File: src/rtl/dsd_pcm_modulator.sv
// dsd_pcm_modulator: stereo PCM-to-DSD encoder, 2nd-order sigma-delta per channel
// with a shared divider/bit timing chain and decimator-compatible history buses.
module dsd_sdm2 #(
  parameter int PCM_W = 24,
  parameter int ACC_W = 32
) (
  input  logic                    clk,
  input  logic                    rst,
  input  logic                    tick,
  input  logic signed [PCM_W-1:0] x,
  output logic                    q,
  output logic [9:0]              hist
);
  localparam int EW = ACC_W + 2;
  localparam logic signed [EW-1:0] FS   = {{(EW-PCM_W){1'b0}}, 1'b1, {(PCM_W-1){1'b0}}};
  localparam logic signed [EW-1:0] MAXV = {3'b000, {(ACC_W-1){1'b1}}};
  localparam logic signed [EW-1:0] MINV = {3'b111, {(ACC_W-1){1'b0}}};
  logic signed [ACC_W-1:0] s1, s2, s1_n, s2_n;
  logic signed [EW-1:0] fb, x_e, sum1, sum2;
  // two guard bits make the pre-clamp sums exact, so clamping replaces wrap
  function automatic logic signed [ACC_W-1:0] sat(input logic signed [EW-1:0] v);
    return v > MAXV ? MAXV[ACC_W-1:0] : v < MINV ? MINV[ACC_W-1:0] : v[ACC_W-1:0];
  endfunction
  always_comb begin
    fb   = q ? FS : -FS;
    x_e  = {{(EW-PCM_W){x[PCM_W-1]}}, x};
    sum1 = {{2{s1[ACC_W-1]}}, s1} + x_e - fb;
    s1_n = sat(sum1);
    sum2 = {{2{s2[ACC_W-1]}}, s2} + {{2{s1_n[ACC_W-1]}}, s1_n} - fb;
    s2_n = sat(sum2);
  end
  always_ff @(posedge clk or posedge rst)
    if (rst) begin
      s1   <= '0;
      s2   <= '0;
      q    <= 1'b0;
      hist <= '0;
    end else if (tick) begin
      s1   <= s1_n;
      s2   <= s2_n;
      q    <= ~s2_n[ACC_W-1];
      hist <= {hist[8:0], ~s2_n[ACC_W-1]};
    end
endmodule

module dsd_pcm_modulator #(
  parameter int PCM_W = 24,
  parameter int ACC_W = 32,
  parameter int OSR   = 64,
  parameter int DIV   = 4
) (
  input  logic             clk,
  input  logic             rst,
  input  logic             pcm_valid,
  output logic             pcm_ready,
  input  logic [PCM_W-1:0] pcm_left,
  input  logic [PCM_W-1:0] pcm_right,
  output logic             dsd_en,
  output logic             dsd_left,
  output logic             dsd_right,
  output logic [9:0]       dsd_hist_left,
  output logic [9:0]       dsd_hist_right,
  output logic             underrun
);
  localparam int DW = DIV > 1 ? $clog2(DIV) : 1;
  localparam int BW = $clog2(OSR);
  logic [DW-1:0] div_cnt;
  logic [BW-1:0] bit_cnt;
  logic tick, boundary, accept, pending_full;
  logic signed [PCM_W-1:0] pend_l, pend_r, hold_l, hold_r;
  assign tick      = div_cnt == DW'(DIV - 1);
  assign boundary  = tick && bit_cnt == BW'(OSR - 1);
  assign pcm_ready = !pending_full;
  assign accept    = pcm_valid && pcm_ready;
  // pending refills on accept even at a boundary; hold only takes pending when it was full
  always_ff @(posedge clk or posedge rst)
    if (rst) begin
      div_cnt      <= '0;
      bit_cnt      <= '0;
      pending_full <= 1'b0;
      pend_l       <= '0;
      pend_r       <= '0;
      hold_l       <= '0;
      hold_r       <= '0;
      dsd_en       <= 1'b0;
      underrun     <= 1'b0;
    end else begin
      div_cnt      <= tick ? '0 : div_cnt + DW'(1);
      if (tick) bit_cnt <= boundary ? '0 : bit_cnt + BW'(1);
      pending_full <= (pending_full && !boundary) || accept;
      if (accept) begin
        pend_l <= pcm_left;
        pend_r <= pcm_right;
      end
      if (boundary && pending_full) begin
        hold_l <= pend_l;
        hold_r <= pend_r;
      end
      dsd_en       <= tick;
      underrun     <= boundary && !pending_full;
    end
  dsd_sdm2 #(.PCM_W(PCM_W), .ACC_W(ACC_W)) u_left (
    .clk(clk), .rst(rst), .tick(tick), .x(hold_l), .q(dsd_left), .hist(dsd_hist_left)
  );
  dsd_sdm2 #(.PCM_W(PCM_W), .ACC_W(ACC_W)) u_right (
    .clk(clk), .rst(rst), .tick(tick), .x(hold_r), .q(dsd_right), .hist(dsd_hist_right)
  );
endmodule
File: config.mk
export PLATFORM = sky130hd
export DESIGN_NAME = dsd_pcm_modulator
export DESIGN_NICKNAME = d
export VERILOG_FILES = /design/src/rtl/dsd_pcm_modulator.sv
export SDC_FILE = /design/constraint.sdc
export NUM_CORES = 1
export LEC_CHECK = 0
export BUFFER_PORTS_ARGS = -buffer_cell sky130_fd_sc_hd__buf_2
export CORE_MARGIN = 10
export CORE_UTILIZATION = 67
export CTS_BUF_LIST = sky130_fd_sc_hd__clkbuf_4 sky130_fd_sc_hd__clkbuf_8
export CTS_CLUSTER_SIZE = 40
export DETAILED_ROUTE_END_ITERATION = 12
export HOLD_SLACK_MARGIN = 0.02
export PLACE_DENSITY_LB_ADDON = 0.15
export SETUP_SLACK_MARGIN = 0.4
export SLEW_MARGIN = 20
export SYNTH_ARGS = -nofsm -noshare
export SYNTH_HDL_FRONTEND = slang
export SYNTH_SLANG_ARGS = --single-unit
File: constraint.sdc
create_clock -name clk -period 29.4 [get_ports clk]
set_input_delay 4.41 -clock clk [delete_from_list [all_inputs] [get_ports clk]]
set_output_delay 4.41 -clock clk [all_outputs]
set_load 0.03 [all_outputs]
Word level (Yosys, flattened, before mapping)

Index checks and enable logic that the tools add are counted.
W data, S select, Z words.

Bits in registers: 257
Input bits: 51
Output and inout bits: 25
Logic and storage cells: 59

$add $sub $neg: 10
Order comparisons: 8
Eq/ne operators: 2
Mux-type cells: 12
Bitwise operators: 2
Reductions and logical operators: 8

Operators with widths:

| cell                   | count |
|---|---|
| $mux W32               | 8 |
| $gt A34 B32 Y1 const B | 4 |
| $lt A34 B32 Y1 const B | 4 |
| $sub A34 B34 Y34       | 4 |
| $mux W34               | 2 |
| $add A32 B24 Y33       | 2 |
| $add A32 B32 Y33       | 2 |
| $add A6 B1 Y6 const B  | 1 |
| $eq A6 B6 Y1 const B   | 1 |
| $mux W6                | 1 |
| $logic_and A1 B1 Y1    | 5 |
| $add A2 B1 Y2 const B  | 1 |
| $eq A2 B2 Y1 const B   | 1 |
| $logic_not A1 Y1       | 2 |
| $mux W2                | 1 |
| $not A1 Y1             | 2 |
| $logic_or A1 B1 Y1     | 1 |

Longest topological paths before layout

Gate-level depths: netlist (run 1).

Depth in word-level cells: 11
Depth in mapped cells: 49
Gate-level depth less buffers: 46

Modules after synthesis

A second synthesis (run 1) with hierarchy kept.

Cell total of the unflattened synthesis: 1971
Area, all modules: 18322.6 um^2

Modules (own cells, without submodules):

| module              | instances | cells each | area each (um^2) | sequential area each (um^2) |
|---|---|---|---|---|
| dsd_sdm2 at u_right | 1         | 877        | 7153.1           | 1851.8 |
| dsd_sdm2 at u_left  | 1         | 852        | 7139.3           | 1851.8 |
| dsd_pcm_modulator   | 1         | 242        | 4030.1           | 2677.6 |

Worst setup path before layout (run 1)

No wires, ideal clock.

Path kind: register to register
Start point: register hold_r[14]
End point: register u_right.s2[12]
Setup time: 137 ps
Data arrival time: 9404 ps
Data required time: 29263 ps
Path slack: 19860 ps
Stages on the path, launching flop included: 46
Buffers on the path: 3
Clock period less this slack: 9540 ps
Cell sequence: dfrtp_1 -> ha_1 -> a211oi_1 -> o21ai_1 -> a221oi_2 -> nand2_1 -> o22ai_2 -> nor2_1 -> a2111oi_0 -> o21bai_1 -> xor2_1 -> ha_1 -> a21oi_1 -> nand2b_1 -> nand2_1 -> o41a_1 -> or2_2 -> maj3_1 -> [10 not listed] -> o31a_1 -> o2111a_1 -> nor4_1 -> o31ai_1 -> xor2_1 -> fa_1 -> a21o_1 -> a21oi_1 -> o21bai_1 -> a21oi_1 -> nor2b_1 -> o21a_1 -> or2_2 -> nor3_1 -> nor4_1 -> o21ai_0 -> clkbuf_1 -> a21oi_1

Cells in the longest elaborated chain, start to end: 10
Elaborated cells on any way between the ends: 12
Those cells by class: add/sub (4); order compare (4); mux (4)

RTL lines:

| item                      | line | text |
|---|---|---|
| from (decl)               | 70   | `logic signed [PCM_W-1:0] pend_l, pend_r, hold_l, hold_r;` |
| from (signal assigned)    | 97   | `hold_r <= pend_r;` |
| $add A32 B24 Y33 *        | 27   | `sum1 = {{2{s1[ACC_W-1]}}, s1} + x_e - fb;` |
| $sub A34 B34 Y34 *        | 27   |  |
| $lt A34 B32 Y1            | 22   | `return v > MAXV ? MAXV[ACC_W-1:0] : v < MINV ? MINV[ACC_W-1:0] : v[ACC_W-1:0];` |
| $mux W32                  | 22   |  |
| $mux W32 *                | 22   |  |
| named net u_right.s1_n[0] | 18   | `logic signed [ACC_W-1:0] s1, s2, s1_n, s2_n;` |
| $add A32 B32 Y33 *        | 29   | `sum2 = {{2{s2[ACC_W-1]}}, s2} + {{2{s1_n[ACC_W-1]}}, s1_n} - fb;` |
| $sub A34 B34 Y34 *        | 29   |  |
| $lt A34 B32 Y1            | 22   |  |
| $mux W32                  | 22   |  |
| $mux W32 *                | 22   |  |
| to (signal assigned)      | 40   | `s2 <= s2_n;` |
| to (decl)                 | 18   |  |

Mark *: on every way through the listed nets, which the timed path passes. The rest lies on a longest branch.
A chain may end at the register's enable or synchronous reset.

Worst setup path after layout (run 1)

Start point: register hold_l[0]
End point: register u_left.s2[28]

Cells in the longest elaborated chain, start to end: 10
Elaborated cells on any way between the ends: 12
Those cells by class: add/sub (4); order compare (4); mux (4)

RTL lines:

| item                     | line | text |
|---|---|---|
| from (decl)              | 70   |  |
| from (signal assigned)   | 96   | `hold_l <= pend_l;` |
| $add A32 B24 Y33 *       | 27   |  |
| $sub A34 B34 Y34 *       | 27   |  |
| $lt A34 B32 Y1           | 22   |  |
| $mux W32                 | 22   |  |
| $mux W32 *               | 22   |  |
| named net u_left.s1_n[0] | 18   |  |
| $add A32 B32 Y33 *       | 29   |  |
| $sub A34 B34 Y34 *       | 29   |  |
| $lt A34 B32 Y1           | 22   |  |
| $mux W32                 | 22   |  |
| $mux W32 *               | 22   |  |
| to (signal assigned)     | 40   |  |
| to (decl)                | 18   |  |

Marks and branches as above.

==> key figures, run 1 <==
Status
  • Status: finished, final reports clean

Worst setup path
  • Req. time, crit path: 29890 ps
  • Crit-path most repeated cell: a21oi_1
  • Origin of the critical flop-to-flop path: hold_l[0]$_DFFE_PP0P_
  • CP Launch Point: hold_l[0]$_DFFE_PP0P_
  • Top fanout value on the critical path: 34
  • Worst setup EP type: flip-flop
  • Critical path class: flip-flop to flip-flop
  • Arrival @ worst endpoint: 11410 ps
  • Slowest cell on crit path: o211a_2
  • Startpoint Class: flip-flop
  • Max stage delay on crit path: 720 ps

Synthesis
  • Syn Nets: 2076
  • Post-synthesis register bit count: 255
  • Post-synth top area share: 35.7%
  • Post-synth EDFFs: 0
  • Count leader, synth: dfrtp_1
  • Ys Warns: 0
  • Syn_area_per_cell: 9.66 um2
  • Syn Std Cell Area: 17900 um2
  • Ys async rst share: 100%
  • Sequential area share after synthesis: 35.7%
  • Ys flop type: dfrtp_1
  • Synth Instances: 1851
  • Post-synth cell types: 80
  • Most frequent cells after synthesis: dfrtp_1, a21oi_1, ha_1
  • Area contributors post-synth: dfrtp_1, ha_1, mux2_2
  • Leading area contributor after synthesis: dfrtp_1

Power
  • Share of power burned in registers: 50.4%
  • Power per Cell Area: 37.1 nW/um2
  • Internal: 560 uW
  • Power share of the combinational group: 2.6%
  • Total power: 723 uW
  • Pleak: 0.00981 uW
  • Net Sw Power: 163 uW
  • Peak supply drop: 0.0488 mV
  • Sw Ratio: 22.5%
  • Clock power frac: 47.0%

STA
  • Hold WS: 483 ps
  • Fmax: 0.0916 GHz
  • Clock Skew: 27.4 ps
  • Hold Vio Cnt, Final: 0
  • Final setup fails: 0
  • RSZ-0062 raised after global routing: no
  • Min Tclk post-route: 10920 ps
  • Worst-Margin Slew: 971 ps
  • Final worst setup slack: 18480 ps
  • Final Max Slew Viols: 0
  • Worst slew margin: 35.3%
  • Tcrit/Tclk final: 37.1%
  • Setup TNS: 0 ps

Floorplanning
  • Row count: 59
  • Num ports: 76
  • Die width: 183 um
  • Die height: 183 um
  • Core footprint: 26100 um2
  • Die Area: 33600 um2
  • Initial core utilization: 68.4%

Place
  • DPL Wire Length: 29.4 mm
  • Dpl ws: 18650 ps
  • Port Buffers: 75
  • GPL Wtd Cong: 0.933

Global routing
  • Total congestion overflow: 0
  • First-pass GRT wire length: 69.8 mm
  • Initial antenna violation count: 0
  • Largest net degree at the start of global routing: 133
  • Total GRT Usage: 24.6%
  • Number of global-route vias before repair: 14600

Drt
  • Vias: 14500
  • DRC violations left: 0
  • Iter 0 DRT Violations: 798
  • Wirelength per Cell: 18.3 um
  • First-pass DRT Iterations: 5
  • Antenna Nets Post-Route: 0
  • Vias per std cell: 6.34
  • Routed wire length: 41.8 mm

Layout
  • Synth-to-Final Area Change: 9.02%
  • Multi-input logic area: 11000 um2
  • Final #Nets: 2144
  • Ant. Diodes: 0
  • Storage element area: 6380 um2
  • Filler Cell Count: 1912
  • Share of cells above drive strength 1: 17.6%

Clocking
  • Num CTS Buffers: 45
  • H-tree level count: 2
  • Root Driver: clkbuf_8
  • Cts repair resizes: 0
  • Max clock buf depth: 3
  • Clock Latency Late Sink: 570 ps
  • CTS tree: yes
  • Clock sink total: 255
  • Clock slew at reported path FFs: 60 ps
  • Hold Buf Count CTS: 0
  • Setup Buffers After CTS: 0

Run
  • Max cap viols: 0

Hold path
  • Worst hold start: div_cnt[0]$_DFF_PP0_
  • HP Class: flip-flop to flip-flop
-- worst max-delay path: cells and delay by family (launching register included) --
kind                       cells  cell delay (ps)
AOI/OAI and AO/OA             28             7020
adders and majority gates      6             1980
xor gates and xnor gates       4              720
DFF                            1              380
buffers and inverters          2              370
and+or+nand+nor                3              370
-- sequential cells by signal (all words and copies together), names as in the netlist, 2 cells and up --
register and cells:
bit_cnt 6, div_cnt 2, hold_l 24, hold_r 24
pend_l 24, pend_r 24, u_left.hist 10, u_left.s1 32
u_left.s2 32, u_right.hist 10, u_right.s1 32, u_right.s2 32
-- metal layers --
layer  up-vias  wire length, um  global-route usage, %
li1       6985                -                      -
met1      7075            17300                   28.7
met2       330            21500                   44.8
met3       107             1530                   3.12
met4         0             1430                   10.1
met5         -                0                      0
-- logic make-up after synthesis --
kind of cell / after synthesis / synth area share [%]
AOI/OAI and AO/OA: 586 / 21.9
xor gates and xnor gates: 138 / 6.76
adders and majority gates: 175 / 12.6
buffers and inverters: 128 / 2.85
DFF: 255 / 35.7
muxes: 144 / 9.06
and+or+nand+nor: 425 / 11.2
-- power groups by stage --
stage               Combinational (uW)  Clock (uW)  Sequential, uW
floorplan                         12.6           0             369
global placement                  18.5           0             370
detailed placement                19.2           0             371
CTS                               19.3         348             364
global route                      21.2         362             365
finish                            18.6         340             364
-- placed cells by master (no fill, tap or decap), types with 13 or more instances in the layout --
| cell | netlist | final |
|---|---|---|
| and3_1 | 16 | 16 |
| o21ai_0 | 93 | 92 |
| xor2_1 | 52 | 52 |
| nor2_1 | 145 | 145 |
| or3_1 | 13 | 13 |
| clkbuf_8 | 0 | 56 |
| xnor2_1 | 86 | 86 |
| buf_4 | 2 | 16 |
| nand2b_1 | 19 | 19 |
| a21o_1 | 77 | 77 |
| mux2_2 | 137 | 137 |
| nor2b_1 | 25 | 24 |
| nand3_1 | 26 | 26 |
| a211oi_1 | 39 | 38 |
| ha_1 | 166 | 165 |
| inv_1 | 56 | 55 |
| a21oi_1 | 183 | 182 |
| a31oi_1 | 24 | 24 |
| clkbuf_4 | 0 | 16 |
| dfrtp_1 | 255 | 255 |
| buf_2 | 18 | 75 |
| nand4_1 | 18 | 18 |
| nor3_1 | 22 | 22 |
| a221o_1 | 31 | 31 |
| nand2_1 | 103 | 102 |
| o21a_1 | 13 | 13 |
| o21bai_1 | 21 | 21 |
-- layout make-up --
cell class,instances,area share (%)
multi-input combinational,1468,56.6
sequential,255,32.7
clock buffer,72,4.57
timing repair buffer,92,2.62
tap,335,2.15
inverter,57,1.14
clock inverter,6,0.205
-- through the flow --
stage                     instance area [um2]  std cells  utilization, %
after floorplan                         17900       1851               -
after global placement                  18600       2206            71.0
after detailed placement                18600       2206            71.0
after CTS                               19500       2284            74.6
after global routing                    19500       2285            74.6
final                                   19500       2285            74.6
-- path summary, 6_finish.rpt --
path	slack (ps)	endpoint	cells past startpoint
setup reg to reg	18480	u_left.s2[28]$_DFFE_PP0P_	43
max in group asynchronous	23900	dsd_en$_DFF_PP0_	3
min in group asynchronous	4040	hold_l[5]$_DFFE_PP0P_	2
hold / removal	480	div_cnt[0]$_DFF_PP0_	1
hold reg to reg	480	div_cnt[0]$_DFF_PP0_	1
setup / recovery	18480	u_left.s2[28]$_DFFE_PP0P_	43
No activity file was read; power rests on OpenSTA's default activity.
==> inputs of run 2 (changes only) <==
--- a/config.mk
+++ b/config.mk
@@ -7,7 +7,7 @@
 export LEC_CHECK = 0
 export BUFFER_PORTS_ARGS = -buffer_cell sky130_fd_sc_hd__buf_2
 export CORE_MARGIN = 10
-export CORE_UTILIZATION = 67
+export CORE_UTILIZATION = 59
 export CTS_BUF_LIST = sky130_fd_sc_hd__clkbuf_4 sky130_fd_sc_hd__clkbuf_8
 export CTS_CLUSTER_SIZE = 40
 export DETAILED_ROUTE_END_ITERATION = 12
==> constraint.sdc (replaced) <==
create_clock -name clk -period 9.5 [get_ports clk]
set_input_delay 1.425 -clock clk [delete_from_list [all_inputs] [get_ports clk]]
set_output_delay 1.425 -clock clk [all_outputs]
set_load 0.03 [all_outputs]
==> key figures, run 2 (synthesized netlist as in run 1, its figures left out) <==
Status
  • Status: finished, final reports clean

Worst setup path
  • Top fanout value on the critical path: 8 (-76%)
  • Slowest cell on crit path: dfrtp_1
  • Req. time, crit path: 10000 ps (-19890 ps)
  • Max stage delay on crit path: 390 ps (-330 ps)
  • Worst setup EP type: flip-flop
  • Arrival @ worst endpoint: 9690 ps (-1720 ps)
  • Critical path class: flip-flop to flip-flop
  • Startpoint Class: flip-flop
  • Crit-path most repeated cell: a21oi_2

Floorplanning
  • Core footprint: 29800 um2 (+14%)
  • Die height: 194 um (+5.8%)
  • Initial core utilization: 60.0% (-8.4 points)
  • Die width: 194 um (+5.8%)
  • Num ports: 76 (unchanged)
  • Row count: 63 (+6.8%)
  • Die Area: 37700 um2 (+12%)

Layout
  • Ant. Diodes: 0 (unchanged)
  • Commonest non-fill, non-tap cell in the layout: dfrtp_1
  • Synth-to-Final Area Change: 23.9%
  • Final #Nets: 2276 (+6.2%)
  • Share of cells above drive strength 1: 32.2% (+15 points)
  • Leading cell types in the layout, fill and taps excluded: dfrtp_1, ha_1, nor2_1, mux2_2, a21oi_1
  • Filler Cell Count: 2069 (+8.2%)

Clocking
  • Max clock buf depth: 3 (unchanged)
  • Hold Buf Count CTS: 0 (unchanged)
  • H-tree level count: 2 (unchanged)
  • Root Driver: clkbuf_8
  • Clock slew at reported path FFs: 60 ps (about the same)
  • Clock Latency Late Sink: 600 ps (+30 ps)
  • Clock sink total: 255 (unchanged)
  • Num CTS Buffers: 45 (unchanged)
  • CTS tree: yes

Drt
  • Antenna Nets Post-Route: 0 (unchanged)
  • Vias: 15300 (+5.2%)
  • DRC violations left: 0 (unchanged)
  • Wirelength per Cell: 19.3 um (+5.6%)
  • Iter 0 DRT Violations: 848 (+6.3%)
  • Routed wire length: 47.8 mm (+14%)
  • Vias per std cell: 6.17 (-2.8%)
  • First-pass DRT Iterations: 6 (+1)

Place
  • GPL Wtd Cong: 0.884 (-5.2%)
  • Dpl ws: -279 ps (-18930 ps)
  • Port Buffers: 75 (unchanged)
  • DPL Wire Length: 30.7 mm (+4.4%)

Power
  • Power per Cell Area: 106 nW/um2 (+190%)
  • Peak supply drop: 0.138 mV (+180%)
  • Total power: 2350 uW (+220%)
  • Pleak: 0.0107 uW (+9.4%)

Hold path
  • HP Class: flip-flop to flip-flop

STA
  • Worst-Margin Slew: 926 ps (-44.5 ps)
  • Min Tclk post-route: 9190 ps (-1730 ps)
  • Tcrit/Tclk final: 96.8% (+60 points)
  • Final Max Slew Viols: 0 (unchanged)
  • Final worst setup slack: 309 ps (-18170 ps)
  • Hold WS: 476 ps (-6.42 ps)
  • Worst slew margin: 38.3% (+3.0 points)
  • Fmax: 0.109 GHz (+19%)
  • Hold Vio Cnt, Final: 0 (unchanged)
  • Final setup fails: 0 (unchanged)
  • RSZ-0062 raised after global routing: yes
  • Clock Skew: 22.4 ps (-5.02 ps)

Global routing
  • Number of global-route vias before repair: 15100 (+2.9%)
  • First-pass GRT wire length: 73.5 mm (+5.2%)
  • Total GRT Usage: 22.7% (-2.0 points)
  • Largest net degree at the start of global routing: 116 (-13%)
  • Total congestion overflow: 0 (unchanged)
  • Initial antenna violation count: 0 (unchanged)

Run
  • Max cap viols: 0 (unchanged)
==> run 2: cell types whose count changed in the layout (fill, tap and decap cells not counted), sizes merged <==
cell and change:
buf +124, bufinv +3, clkbuf +3, clkinv +3, inv +2, clkinvlp -1
==> run 2: cell type report <==
| class | instances | area, um2 | share of cell area (%) |
|---|---|---|---|
| clock buffers | 67 | 872 | 3.93 |
| clock inverters | 13 | 169 | 0.762 |
| inverters | 57 | 221 | 0.999 |
| multi-input cells | 1468 | 12200 | 55.2 |
| well taps | 390 | 488 | 2.20 |
| repair buffers | 224 | 1800 | 8.11 |
| flip-flops and latches | 255 | 6380 | 28.8 |
==> run 2: repair_timing <==
item                                   4_1_cts  5_1_grt
cloned                                       2       10
gates resized for setup                     93      171
endpoints found under the hold margin        0        0
pin swaps                                   69      106
setup buffers                               40       31
setup endpoints to repair                   66       66
==> run 2: critical path: cells and delay by family (launching register included) <==
| family | cells | cell delay (ps) |
|---|---|---|
| buf+inv | 3 | 550 |
| fa+ha+maj | 6 | 1870 |
| compound gates | 23 | 4340 |
| simple gates | 12 | 1610 |
| xor+xnor | 2 | 330 |
| flops | 1 | 390 |
==> run 2: stage by stage <==
| stage | utilization (%) | cells | TNS, ps | instance area [um2] |
|---|---|---|---|---|
| final | 74.4 | 2474 | 0 | 22200 |
| after CTS | 70.2 | 2433 | 0 | 20900 |
| after floorplan | - | 1851 | 0 | 17900 |
| after detailed placement | 64.1 | 2311 | -13340 | 19100 |
| after global routing | 74.4 | 2474 | -546 | 22200 |
| after global placement | 64.1 | 2311 | -1600 | 19100 |
==> run 2: path summary, 6_finish.rpt <==
check / start / endpoint / slack, ps / depth (start not counted)
setup / recovery: hold_r[10]$_DFFE_PP0P_ / u_right.s2[2]$_DFFE_PP0P_ / 310 / 46
hold / removal: bit_cnt[4]$_DFFE_PP0P_ / bit_cnt[4]$_DFFE_PP0P_ / 480 / 1
setup reg to reg: hold_r[10]$_DFFE_PP0P_ / u_right.s2[2]$_DFFE_PP0P_ / 310 / 46
hold reg to reg: bit_cnt[4]$_DFFE_PP0P_ / bit_cnt[4]$_DFFE_PP0P_ / 480 / 1
max in group asynchronous: rst / u_right.hist[2]$_DFFE_PP0P_ / 7140 / 3
min in group asynchronous: rst / pend_l[14]$_DFFE_PP0P_ / 970 / 2
==> run 2: power breakdown <==
part	internal, uW	switching, uW
combinational	27.1	30.1
sequential	1110	15.8
clock	678	482
total	1820	528
==> run 2: routing by layer <==
layer | wire length [um] | track usage (%)
met3 | 1970 | 2.99
met4 | 1710 | 7.47
met2 | 24300 | 40.4
met1 | 19800 | 27.5
met5 | 0 | 0
==> inputs of run 3 (changes only) <==
--- a/config.mk
+++ b/config.mk
@@ -7,12 +7,12 @@
 export LEC_CHECK = 0
 export BUFFER_PORTS_ARGS = -buffer_cell sky130_fd_sc_hd__buf_2
 export CORE_MARGIN = 10
-export CORE_UTILIZATION = 59
-export CTS_BUF_LIST = sky130_fd_sc_hd__clkbuf_4 sky130_fd_sc_hd__clkbuf_8
+export CORE_UTILIZATION = 57
 export CTS_CLUSTER_SIZE = 40
 export DETAILED_ROUTE_END_ITERATION = 12
 export HOLD_SLACK_MARGIN = 0.02
-export PLACE_DENSITY_LB_ADDON = 0.15
+export MAX_ROUTING_LAYER = met4
+export PLACE_DENSITY = 0.78
 export SETUP_SLACK_MARGIN = 0.4
 export SLEW_MARGIN = 20
 export SYNTH_ARGS = -nofsm -noshare
==> key figures, run 3 (synthesized netlist as in run 1, its figures left out) <==
Worst setup path
  • Delay-heaviest family, CP: compound AO/OA/AOI/OAI gates
  • Arrival @ worst endpoint: 9870 ps (+180 ps)
  • Origin of the critical flop-to-flop path: u_right.s1[17]$_DFFE_PP0P_
  • Critical path class: flip-flop to flip-flop
  • Slowest cell on crit path: dfrtp_1
  • R2r setup slk: 80 ps (-230 ps)
  • Req. time, crit path: 9950 ps (-50 ps)
  • Worst r2r dst: u_right.s2[9]$_DFFE_PP0P_
  • Max stage delay on crit path: 410 ps (+20 ps)
  • Crit-path most repeated cell: a21oi_2
  • Worst setup EP type: flip-flop
  • R2R cell count: 46 (unchanged)
  • Critical path buffer and inverter count: 5 (+2)
  • Startpoint Class: flip-flop
  • Top fanout value on the critical path: 7 (-1)

Clocking
  • Num CTS Buffers: 29 (-36%)
  • Max clock buf depth: 3 (unchanged)
  • H-tree level count: 1 (-1)
  • Hold Buf Count CTS: 0 (unchanged)
  • Root Driver: clkbuf_16
  • Clock sink total: 255 (unchanged)
  • Clock Latency Late Sink: 570 ps (-30 ps)
  • Clock slew at reported path FFs: 60 ps (about the same)
  • CTS tree: yes

Drt
  • Antenna Nets Post-Route: 0 (unchanged)
  • DR top layer: met4
  • Met2 layer wire length in the routed design: 23.4 mm (-3.7%)
  • Wirelength per Cell: 19.8 um (+2.4%)
  • M1 WL: 20.3 mm (+3.0%)
  • DRC violations left: 0 (unchanged)
  • Vias per std cell: 6.33 (+2.7%)
  • Routed wire length: 48.0 mm (+0.41%)
  • First-pass DRT Iterations: 6 (unchanged)
  • Met3 WL post-DR: 2.59 mm (+31%)
  • Iter 0 DRT Violations: 1032 (+22%)
  • Vias: 15400 (+0.67%)

STA
  • Clock Skew: 11.2 ps (-11.3 ps)
  • Min Tclk post-route: 9420 ps (+228 ps)
  • Final worst setup slack: 80.3 ps (-228 ps)
  • Tcrit/Tclk final: 99.2% (+2.4 points)
  • Final Max Slew Viols: 0 (unchanged)
  • Worst-Margin Slew: 1060 ps (+136 ps)
  • Hold Vio Cnt, Final: 0 (unchanged)
  • RSZ-0062 raised after global routing: yes
  • Fmax: 0.106 GHz (-2.4%)
  • Worst slew margin: 29.2% (-9.0 points)
  • Final setup fails: 0 (unchanged)

Power
  • Internal: 1840 uW (+1.3%)
  • Pleak: 0.0105 uW (-1.8%)
  • Clock power frac: 49.8% (+0.4 points)
  • Net Sw Power: 519 uW (-1.6%)
  • Share of power burned in registers: 47.7% (-0.4 points)
  • Power per Cell Area: 108 nW/um2 (+2.3%)
  • Peak supply drop: 0.142 mV (+2.7%)
  • Sw Ratio: 22.0% (-0.50 points)
  • Power share of the combinational group: 2.5% (about the same)

Layout
  • Final #Nets: 2234 (-1.8%)
  • Multi-input logic area: 12200 um2 (-0.55%)
  • Ant. Diodes: 0 (unchanged)
  • Leading cell types in the layout, fill and taps excluded: dfrtp_1, ha_1, nor2_1, mux2_2, a21oi_1
  • Synth-to-Final Area Change: 21.9%
  • Filler Cell Count: 2147 (+3.8%)
  • Commonest non-fill, non-tap cell in the layout: dfrtp_1
  • Share of cells above drive strength 1: 29.7% (-2.5 points)
  • Storage element area: 6380 um2 (unchanged)
  • Fin util: 70.9% (-3.5 points)

Global routing
  • Total GRT Usage: 22.8% (+0.18 points)
  • Largest net degree at the start of global routing: 114 (-1.7%)
  • First-pass GRT wire length: 73.3 mm (-0.24%)
  • Initial antenna violation count: 0 (unchanged)
  • Number of global-route vias before repair: 14900 (-0.87%)
  • Total congestion overflow: 0 (unchanged)

Place
  • DPL Wire Length: 30.3 mm (-1.2%)
  • GPL Wtd Cong: 0.947 (+7.1%)
  • Dpl ws: -402 ps (-124 ps)
  • Port Buffers: 75 (unchanged)

Status
  • Status: finished, final reports clean

Floorplanning
  • Initial core utilization: 58.2% (-1.9 points)
  • Die Area: 38900 um2 (+3.1%)
  • Num ports: 76 (unchanged)
  • Row count: 64 (+1.6%)
  • Core footprint: 30700 um2 (+3.2%)
  • Die width: 197 um (+1.6%)
  • Die height: 197 um (+1.6%)

Hold path
  • Worst hold path stage count: 1 (unchanged)
  • HP Class: flip-flop to flip-flop
  • Worst Hold Endpoint: div_cnt[0]$_DFF_PP0_
  • Worst hold start: div_cnt[0]$_DFF_PP0_

Run
  • Max cap viols: 0 (unchanged)
run 3: cell types whose count changed in the layout (fill, tap and decap cells not counted), moves of 4 or more:
cell / previous run / this run
a21oi_4: 12 / 18
clkbuf_4: 8 / 0
o21ai_2: 13 / 9
clkbuf_16: 8 / 34
buf_4: 119 / 100
clkbuf_8: 59 / 4
a21oi_1: 120 / 115
o21ai_0: 70 / 77
buf_6: 14 / 9
run 3: metal layers:
metal | up-vias | track usage (%)
li1 | 7181 | -
met1 | 7546 | 29.1
met2 | 511 | 38.0
met3 | 118 | 2.49
met4 | 0 | 6.18
met5 | - | -
run 3: area by class of cell:
class | count | share of cell area, %
timing repair buffer | 198 | 7.01
clock inverter | 16 | 0.964
multi-input combinational | 1468 | 55.8
tap | 396 | 2.27
inverter | 57 | 1.02
sequential | 255 | 29.3
clock buffer | 36 | 3.63
run 3: worst reg2reg max path, delay by kind of cell, from the launching register on:
kind            cells  cell delay, ps
compound gates     25            4610
fa+ha+maj           5            1640
simple gates        9            1570
buf+inv             5             790
flops               1             410
xor+xnor            2             300
run 3: how the worst max path moves through the flow:
stage | from | depth (start not counted) | slack [ps] | to
after floorplan | hold_l[0]$_DFFE_PP0P_ | 46 | 430 | u_left.s2[8]$_DFFE_PP0P_
after global placement | hold_r[9]$_DFFE_PP0P_ | 41 | -170 | u_right.s2[23]$_DFFE_PP0P_
after detailed placement | hold_r[9]$_DFFE_PP0P_ | 41 | -400 | u_right.s2[14]$_DFFE_PP0P_
after CTS | u_right.s1[14]$_DFFE_PP0P_ | 44 | 380 | u_right.s2[20]$_DFFE_PP0P_
after global routing | hold_r[18]$_DFFE_PP0P_ | 49 | -270 | u_right.s2[17]$_DFFE_PP0P_
final | u_right.s1[17]$_DFFE_PP0P_ | 46 | 80 | u_right.s2[9]$_DFFE_PP0P_
run 3: power by group through the flow:
stage          clock, uW  sequential, uW  combinational [uW]
2_1_floorplan          0            1140                38.9
3_5_place_dp           0            1150                59.8
5_1_grt             1240            1130                65.6
6_report            1180            1130                58.1
4_1_cts             1190            1130                60.2
3_3_place_gp           0            1150                57.0
run 3: metrics by stage:
stage	instances	TNS (ps)	hold slack (ps)	cell area, um2	power, uW
2_1_floorplan	1851	0	403	17900	1180
3_3_place_gp	2318	-4650	463	19100	1200
3_5_place_dp	2318	-11390	469	19100	1210
4_1_cts	2395	0	482	20600	2380
5_1_grt	2426	-10980	498	21800	2430
6_report	2426	0	482	21800	2360
run 3: timing repair:
action                                  in CTS  in global routing
endpoints found under the setup margin      64                 66
cloned                                       3                  6
pin swaps                                   34                115
buffers inserted                            22                 25
gates resized for setup                     60                183
hold endpoints to repair                     0                  0
